<file path="src/rtl/qpmm_canon_reduce_pkg.sv">
// Curve constants and shared types for the QPMM canonical-reduction stage.
// Defaults describe the P-256 field; the Z width leaves headroom for the redundant QPMM result.
package qpmm_canon_reduce_pkg;

    localparam int LEN_P      = 256;
    localparam int LEN_QPMM_Z = 258;

    typedef logic [LEN_P-1:0] uint_p_t;

    localparam uint_p_t P_MOD =
        256'hFFFFFFFF_00000001_00000000_00000000_00000000_FFFFFFFF_FFFFFFFF_FFFFFFFF;

    typedef enum logic [1:0] {
        ST_IDLE = 2'd0,
        ST_SUB  = 2'd1,
        ST_DONE = 2'd2
    } state_t;

endpackage

</file>
<file path="src/rtl/qpmm_canon_reduce_if.sv">
// Valid/ready bundle between the QPMM multiplier, the reducer and its consumer.
// master drives the input word and out_ready; slave is the reducer side.
interface qpmm_canon_reduce_if
    import qpmm_canon_reduce_pkg::*;
#(
    parameter int ZW = LEN_QPMM_Z,
    parameter int PW = LEN_P
);
    logic          in_valid;
    logic          in_ready;
    logic [ZW-1:0] in_z;
    logic          out_valid;
    logic          out_ready;
    logic [PW-1:0] out_z;

    modport master (
        output in_valid, in_z, out_ready,
        input  in_ready, out_valid, out_z
    );

    modport slave (
        input  in_valid, in_z, out_ready,
        output in_ready, out_valid, out_z
    );
endinterface

</file>
<file path="src/rtl/qpmm_canon_reduce_limb_sub.sv">
// One limb of a - b - bin with borrow out; purely combinational.
// The parent registers the borrow between limbs.
module qpmm_limb_sub #(
    parameter int W = 64
) (
    input  logic [W-1:0] a_i,
    input  logic [W-1:0] b_i,
    input  logic         bin_i,
    output logic [W-1:0] diff_o,
    output logic         bout_o
);
    logic [W:0] full;

    assign full   = {1'b0, a_i} - {1'b0, b_i} - {{W{1'b0}}, bin_i};
    assign diff_o = full[W-1:0];
    assign bout_o = full[W];
endmodule

</file>
<file path="src/rtl/qpmm_canon_reduce.sv">
// Limb-serial reduction of a redundant QPMM result Z to Z mod MOD via up to NSUB subtractions.
// Latency k*NL+1 cycles (k passes); single outstanding item, in_ready only in IDLE, output held until out_ready.
module qpmm_canon_reduce
    import qpmm_canon_reduce_pkg::*;
#(
    parameter int            ZW   = LEN_QPMM_Z,
    parameter int            PW   = LEN_P,
    parameter logic [ZW-1:0] MOD  = ZW'(P_MOD),
    parameter int            LIMB = 64,
    parameter int            NSUB = 3
) (
    input logic                clk,
    input logic                rstn,
    qpmm_canon_reduce_if.slave bus
);
    localparam int NL  = (ZW + LIMB - 1) / LIMB;
    localparam int AW  = NL * LIMB;
    localparam int LCW = (NL > 1) ? $clog2(NL) : 1;
    localparam int PCW = $clog2(NSUB + 1);
    localparam logic [AW-1:0] MOD_EXT = AW'(MOD);
    localparam logic [ZW+7:0] Z_LIMIT = (ZW+8)'(NSUB + 1) * (ZW+8)'(MOD);

    state_t          state_q, state_d;
    logic [AW-1:0]   acc_q, acc_d;
    logic [AW-1:0]   r_q, r_d;
    logic [LCW-1:0]  limb_q, limb_d;
    logic [PCW-1:0]  pass_q, pass_d;
    logic            borrow_q, borrow_d;
    logic [LIMB-1:0] a_limb, m_limb, diff;
    logic            bout;
    logic            last_limb;
    logic [AW-1:0]   r_full;

    assign a_limb    = acc_q[limb_q*LIMB +: LIMB];
    assign m_limb    = MOD_EXT[limb_q*LIMB +: LIMB];
    assign last_limb = (limb_q == LCW'(NL - 1));

    qpmm_limb_sub #(.W(LIMB)) u_limb_sub (
        .a_i   (a_limb),
        .b_i   (m_limb),
        .bin_i (borrow_q),
        .diff_o(diff),
        .bout_o(bout)
    );

    assign bus.in_ready  = (state_q == ST_IDLE) && rstn;
    assign bus.out_valid = (state_q == ST_DONE);
    assign bus.out_z     = (state_q == ST_DONE) ? acc_q[PW-1:0] : '0;

    always_comb begin
        state_d  = state_q;
        acc_d    = acc_q;
        r_d      = r_q;
        limb_d   = limb_q;
        pass_d   = pass_q;
        borrow_d = borrow_q;
        // Trial difference including the limb being produced this cycle.
        r_full   = r_q;
        r_full[limb_q*LIMB +: LIMB] = diff;

        case (state_q)
            ST_IDLE: begin
                if (bus.in_valid) begin
                    acc_d    = AW'(bus.in_z);
                    limb_d   = '0;
                    pass_d   = PCW'(1);
                    borrow_d = 1'b0;
                    state_d  = ST_SUB;
                end
            end
            ST_SUB: begin
                r_d      = r_full;
                borrow_d = bout;
                limb_d   = limb_q + LCW'(1);
                if (last_limb) begin
                    limb_d   = '0;
                    borrow_d = 1'b0;
                    if (bout) begin
                        state_d = ST_DONE;
                    end else begin
                        acc_d = r_full;
                        if (pass_q == PCW'(NSUB)) begin
                            state_d = ST_DONE;
                        end else begin
                            pass_d = pass_q + PCW'(1);
                        end
                    end
                end
            end
            ST_DONE: begin
                if (bus.out_ready) begin
                    state_d = ST_IDLE;
                end
            end
            default: state_d = ST_IDLE;
        endcase
    end

    always_ff @(posedge clk or negedge rstn) begin
        if (!rstn) begin
            state_q  <= ST_IDLE;
            acc_q    <= '0;
            r_q      <= '0;
            limb_q   <= '0;
            pass_q   <= '0;
            borrow_q <= 1'b0;
        end else begin
            state_q  <= state_d;
            acc_q    <= acc_d;
            r_q      <= r_d;
            limb_q   <= limb_d;
            pass_q   <= pass_d;
            borrow_q <= borrow_d;
        end
    end

    a_legal_input: assert property (@(posedge clk) disable iff (!rstn)
        (bus.in_valid && bus.in_ready) |-> ({8'd0, bus.in_z} < Z_LIMIT));

endmodule

</file>
<file path="src/flat_wrapper.sv">
// flat-port wrapper written by rule: the top's interface ports become plain ports
module qpmm_canon_reduce_flat import qpmm_canon_reduce_pkg::*;
#(
    parameter int            ZW   = LEN_QPMM_Z,
    parameter int            PW   = LEN_P,
    parameter logic [ZW-1:0] MOD  = ZW'(P_MOD),
    parameter int            LIMB = 64,
    parameter int            NSUB = 3
)
  (clk, rstn, bus_in_valid, bus_in_z, bus_out_ready, bus_in_ready, bus_out_valid, bus_out_z);
  qpmm_canon_reduce_if #(.ZW(ZW), .PW(PW)) bus_i ();
  input logic clk;
  input logic rstn;
  input wire logic [$bits(bus_i.in_valid)-1:0] bus_in_valid;
  input wire logic [$bits(bus_i.in_z)-1:0] bus_in_z;
  input wire logic [$bits(bus_i.out_ready)-1:0] bus_out_ready;
  output wire logic [$bits(bus_i.in_ready)-1:0] bus_in_ready;
  output wire logic [$bits(bus_i.out_valid)-1:0] bus_out_valid;
  output wire logic [$bits(bus_i.out_z)-1:0] bus_out_z;
  assign bus_i.in_valid = bus_in_valid;
  assign bus_i.in_z = bus_in_z;
  assign bus_i.out_ready = bus_out_ready;
  assign bus_in_ready = bus_i.in_ready;
  assign bus_out_valid = bus_i.out_valid;
  assign bus_out_z = bus_i.out_z;
  qpmm_canon_reduce #(.ZW(ZW), .PW(PW), .MOD(MOD), .LIMB(LIMB), .NSUB(NSUB)) u_core (.clk(clk), .rstn(rstn), .bus(bus_i));
endmodule
</file>
<file path="config.mk">
export PLATFORM = sky130hd
export DESIGN_NAME = qpmm_canon_reduce_flat
export DESIGN_NICKNAME = d
export VERILOG_FILES = /design/src/rtl/qpmm_canon_reduce_pkg.sv /design/src/rtl/qpmm_canon_reduce_if.sv /design/src/rtl/qpmm_canon_reduce_limb_sub.sv /design/src/rtl/qpmm_canon_reduce.sv /design/src/flat_wrapper.sv
export SDC_FILE = /design/constraint.sdc
export NUM_CORES = 2
export LEC_CHECK = 0
export ABC_CLOCK_PERIOD_IN_PS = 15500
export CORE_ASPECT_RATIO = 1.25
export CORE_MARGIN = 4
export CORE_UTILIZATION = 35
export CTS_BUF_LIST = sky130_fd_sc_hd__clkbuf_8
export DETAILED_ROUTE_END_ITERATION = 6
export PLACE_DENSITY = 0.58
export SYNTH_ARGS = -nofsm -noshare
export SYNTH_HDL_FRONTEND = slang
export SYNTH_SLANG_ARGS = --single-unit
</file>
<file path="constraint.sdc">
create_clock -name clk -period 15.5 [get_ports clk]
set_input_delay 1.55 -clock clk [delete_from_list [all_inputs] [get_ports clk]]
set_output_delay 1.55 -clock clk [all_outputs]
set_load 0.01 [all_outputs]
</file>
== Yosys cells after proc, flatten, opt, wreduce, memory -nomap -nowiden ==
Cells that the tools add are included.

* Bits in registers: 648
* Bits in latches: 0
* Memory bits (writable): 0
* Memory bits (read-only): 0
* Bits of input ports: 262
* Output and inout bits: 258
* Logic and storage cells: 54
* Memories kept: 0

* Add/sub/neg operators: 5
* Multiply operators: 0
* Divide/modulo/power cells: 0
* Order comparisons: 0
* Eq/ne operators: 10
* Shifts and indexed selects: 4
* Muxes and demuxes: 22
* Bitwise operators: 0
* Reductions and logical operators: 7

{| class="wikitable"
|+ Operators with widths
! kind !! count
|-
| 320-bit 2-to-1 mux || 3
|-
| 320-bit one-hot mux with 2 select lines || 1
|-
| 320-bit bitwise mux || 1
|-
| 64-bit by 34-bit variable shift with 320-bit output (first input constant) || 1
|-
| 320-bit by 10-bit indexed part select with 64-bit output || 1
|-
| 320-bit by 10-bit indexed part select with 64-bit output (first input constant) || 1
|-
| 64-bit by 34-bit indexed part select with 320-bit output || 1
|-
| 256-bit 2-to-1 mux || 1
|-
| 64-bit by 64-bit subtractor with 65-bit output || 1
|-
| 65-bit by 1-bit subtractor with 65-bit output || 1
|-
| 9-bit negator with 34-bit output || 1
|-
| 2-bit 2-to-1 mux || 8
|-
| 2-bit inequality test (second input constant) || 4
|-
| 4-bit AND reduction || 2
|-
| 3-bit 2-to-1 mux || 2
|-
| 2-bit one-hot mux with 3 select lines || 1
|-
| 3-bit one-hot mux with 2 select lines || 1
|-
| 5-bit AND reduction || 1
|-
| 2-bit equality test (second input constant) || 2
|-
| 2-bit one-hot mux with 2 select lines || 1
|-
| 3-bit by 1-bit adder with 3-bit output (second input constant) || 1
|-
| 3-bit equality test (second input constant) || 1
|-
| 3-bit by 2-bit inequality test with 1-bit output (second input constant) || 1
|-
| 2-bit by 1-bit adder with 2-bit output (second input constant) || 1
|-
| 8 further kinds || 9
|}

== Depth between registers and ports, before layout ==
* Depth after elaboration: 8
* Mapped depth: 26
* Mapped depth without buffers: 18

== By module ==
From an unflattened synthesis, not the netlist that was laid out.

* Cell total of the unflattened synthesis: 4638
* Area total of the unflattened synthesis: 39710.6 um2

{| class="wikitable"
|+ Modules (own cells, without submodules)
! module !! instances !! cells each !! area each (um2) !! seq. area each (um2)
|-
| qpmm_canon_reduce || 1 || 3824 || 34368.0 || 16215.6
|-
| qpmm_limb_sub || 1 || 814 || 5342.6 || 0.0
|}

== Least setup slack after synthesis ==
Ideal clock, no wire load.

* Path type: reg-to-reg
* Start point: reg u_core.limb_q[1]
* End point: reg u_core.acc_q[149]
* Library setup time: 0.126 ns
* Arrival time: 5.572 ns
* Required time: 15.374 ns
* Setup slack: 9.802 ns
* Stages on the path, launching flop included: 24
* Buffers on the path: 8
* Period minus slack after synthesis: 5.698 ns
* Cell sequence: dfrtp_1 > buf_2 > inv_2 > clkbuf_1 > ha_1 > clkbuf_1 > nor2_1 > ha_1 > inv_1 > ha_1 > buf_2 > inv_1 > o21bai_1 > a21oi_1 > nor2_1 > a211oi_1 > nor2_1 > nor3_1 > and4b_1 > buf_4 > buf_6 > buf_6 > buf_6 > a221o_1

* Word-level cells in the longest chain between the ends: 8
* Elaborated cells on any way between the ends: 15
* Classes of those cells: 3 x add/sub; 3 x eq/ne; 4 x shift; 4 x mux; 1 x reduce/logical

{| class="wikitable"
|+ RTL lines
! what !! RTL line !! RTL
|-
| from (decl) || qpmm_canon_reduce.sv:26 || <nowiki>logic [LCW-1:0] limb_q, limb_d;</nowiki>
|-
| from (signal assigned) || qpmm_canon_reduce.sv:111 || <nowiki>limb_q <= limb_d;</nowiki>
|-
| 320-bit by 10-bit indexed part select with 64-bit output, on equally long branches || qpmm_canon_reduce.sv:34, qpmm_canon_reduce.sv:35 ||
|-
| 64-bit by 64-bit subtractor with 65-bit output || qpmm_canon_reduce_limb_sub.sv:14 || <nowiki>assign full = {1'b0, a_i} - {1'b0, b_i} - {{W{1'b0}}, bin_i};</nowiki>
|-
| 65-bit by 1-bit subtractor with 65-bit output || qpmm_canon_reduce_limb_sub.sv:14 ||
|-
| 64-bit by 34-bit indexed part select with 320-bit output || qpmm_canon_reduce.sv:59 || <nowiki>r_full[limb_q*LIMB +: LIMB] = diff;</nowiki>
|-
| 320-bit bitwise mux || qpmm_canon_reduce.sv:59 ||
|-
| 320-bit 2-to-1 mux || qpmm_canon_reduce.sv:78 || <nowiki>if (bout) begin</nowiki>
|-
| 320-bit 2-to-1 mux || qpmm_canon_reduce.sv:75 || <nowiki>if (last_limb) begin</nowiki>
|-
| 320-bit one-hot mux with 2 select lines || qpmm_canon_reduce.sv:61 || <nowiki>case (state_q)</nowiki>
|-
| to (signal assigned) || qpmm_canon_reduce.sv:102 || <nowiki>acc_q <= '0;</nowiki>
|-
| to (signal assigned) || qpmm_canon_reduce.sv:109 || <nowiki>acc_q <= acc_d;</nowiki>
|-
| to (decl) || qpmm_canon_reduce.sv:24 || <nowiki>logic [AW-1:0] acc_q, acc_d;</nowiki>
|}

Several ways; a longest one is shown, not always the timed one. The select of a mux whose other input is x is not followed.
A chain may end at the register's enable or synchronous reset.

== Worst setup path after layout ==
* Start point: reg u_core.limb_q[2]
* End point: reg u_core.acc_q[214]

The elaborated chain is that of the path after synthesis.

==> results_dict.tcl <==
set metrics [dict create \
    met3_length_mm 9.783 \
    cts_tree "done" \
    whs_ps 470.2 \
    drt_iter0_markers 2777 \
    postCtsSetupRepairBufs 0 \
    placed_area_um2 45100 \
    fin_area_um2 47460 \
    worst_slew_pin_slew_ps 1404 \
    synth_top_area_cell "dfrtp_1" \
    fin_setup_tns_ps 0 \
    grt_pass1_vias 36050 \
    crit_path_frequent_cell "buf_4" \
    num_vias 36600 \
    slowest_delay_ps 960 \
    cp-end-kind "flop" \
    via_per_inst 5.515 \
    crit_family "buffers and inverters" \
    yosys-top-cells-count "nand2_1 (961), o21ai_0 (804), dfrtp_1 (648)" \
    grt_use_total_pct 28.17 \
    die_y_um 380.2 \
    ys_ff_latch 648 \
    dieArea_um2 116300 \
    synth_nets 5141 \
    dp_hpwl_mm 123.1 \
    cts.hold.buffers_added 0 \
    clockBufferDepth 3 \
    grt_pass1_wl_mm 245.5 \
    gp_congestion 0.9606 \
    drc 0 \
    crit_arrival_ps 9450 \
    area_growth_pct 22.35 \
    period_share_pct 56.87 \
    worst_slew_margin_rel_pct 4.004 \
    synth_area_um2 38790 \
    rows 136 \
    synth_top_flop_cell "dfrtp_1" \
    ys_top_cells_by_area "dfrtp_1 (42%), o21ai_0 (10%), nand2_1 (9.3%)" \
    ys_warn_count 0 \
    clkTransAtPathRegs_ps 70 \
    core_um2 110100 \
    path_cells "buf_4 > inv_1 > nand2_2 > buf_4 > o22ai_1 > fa_1 > fa_1 > nor2b_1 > o211ai_1 > a21oi_2 > o21bai_4 > nor4b_4 > o21a_2 > o21ai_1 > and4b_4 > buf_4 > buf_12 > buf_4 > o21ai_0" \
    setup_viol_count_final 0 \
    syn_inst 4747 \
    worst_setup_path_start_kind "flop" \
    fp.dieW_um 305.8 \
    cts_buffers 111 \
    cts.repair.resized 0 \
    drt-total-wl_mm 169.1 \
    ys_seq_area_share_pct 41.80 \
    yosysUniqueCellTypes 89 \
    cts_root_buffer "clkbuf_8" \
    regArea_um2 16220 \
    hp-class "flop to flop" \
    fin_util_pct 43.11 \
    n_fill_cell 11210 \
    grt_antenna_before_repair 6 \
    wl_met1_mm 64.24 \
    h-tree-depth 3 \
    crit_type "flop to flop" \
    yosysMostFrequentCell "nand2_1" \
    async_reset_ff_share_pct 100.0 \
    path_buf_inv 6 \
    cap_violations 0 \
    synth_area_per_cell_um2 8.172 \
    wire_per_inst_um 25.48 \
    initial_core_util_pct 35.24 \
    rsz0062_at_grt "no" \
    finalHoldViolCount 0 \
    yosys.area.top_type_share_pct 41.80 \
    synth_edf_count 0 \
    firstDrtPassIters 6 \
    port_buffers 519 \
    insertion_delay_ps 830 \
    met2_length_mm 82.10 \
    drive_gt1_share_pct 6.986 \
    cp_data_required_time_ps 16140 \
    cp_max_fo 187 \
    clock.fmax_ghz 0.1134 \
    clkSinkCount 648 \
    ios 520 \
    ant_nets 0 \
    gr-total-overflow 0 \
    crit_slowest_cell "buf_4" \
    grt_max_degree 259 \
    top_layer_used "met5" \
    layout_min_cycle_time_ps 8815 \
    slew_viol_final 0 \
    fin_nets 5488 \
    outcome "completed" \
    multiInputGateArea_um2 20640 \
    skew_ps 47.12 \
]
## routing by layer
| layer | vias to the layer above | global-route usage (%) |
|---|---|---|
| li1 | 17110 | - |
| met1 | 17780 | 32.62 |
| met2 | 1352 | 47.94 |
| met3 | 358 | 4.515 |
| met4 | 2 | 18.80 |
| met5 | - | 0 |
## placed cells by master, fill, tap and decap left out, types with 36 or more instances in the layout
cell type          n
a21o_1            43
buf_4             76
o31ai_1           54
mux2i_1          138
and2_1           261
clkdlybuf4s50_1  518
and3_1            42
nand2_1          953
a21oi_1          291
clkbuf_8         145
nor2_1           212
dfrtp_1          646
inv_1            186
o211ai_1         126
ha_1             129
o21ai_0          804
or2_2             36
nor3_1            36
## final timing paths
kind	from	endpoint	slack, ps	depth (start not counted)
hold reg to reg	u_core.acc_q[274]	u_core.acc_q[274]	470	2
min in group asynchronous	rstn	u_core.acc_q[253]	700	1
max in group asynchronous	rstn	u_core.acc_q[89]	12640	3
hold / removal	u_core.acc_q[274]	u_core.acc_q[274]	470	2
setup reg to reg	u_core.limb_q[2]	u_core.acc_q[214]	6690	19
setup / recovery	u_core.limb_q[2]	u_core.acc_q[214]	6690	19
## cell type report
cell class              instances  area share (%)
clock inverters                56          0.7486
diodes                          6         0.03163
repair buffers                600           12.37
multi-input cells            3585           43.48
clock buffers                 145           4.205
inverters                     148           1.170
flip-flops and latches        648           34.18
well taps                    1449           3.820
## tightest hold or removal path: cells and delay by family (launching register included)
kind,cells,cell delay (ps)
simple gates,2,100
flops,1,340
## metrics by stage
step | cells | worst slack (ps)
after floorplan | 4747 | 9802
after global placement | 6430 | 6941
after detailed placement | 6430 | 6722
after CTS | 6631 | 6686
after global routing | 6633 | 6060
final | 6637 | 6685
## sequential cells by signal, summed over array words and instances, names as in the netlist
name	flops
u_core.acc_q	320
u_core.r_q	320
u_core.limb_q	3
u_core.pass_q	2
u_core.state_q	2
u_core.borrow_q	1
## logic make-up (layout without fill, tap and decap cells)
logic type | after synthesis | count (layout) | synth area share [%]
muxes | 170 | 170 | 4.518
DFF | 648 | 648 | 41.80
AOI/OAI and AO/OA | 1543 | 1543 | 23.13
other | 0 | 6 | 0
adders and majority gates | 132 | 132 | 4.296
xor gates and xnor gates | 55 | 55 | 1.242
and+or+nand+nor | 1685 | 1685 | 19.54
buffers and inverters | 514 | 949 | 5.483
Power is not shown: default switching activity piles up to over one toggle a cycle in this logic, so the estimate is an artifact.
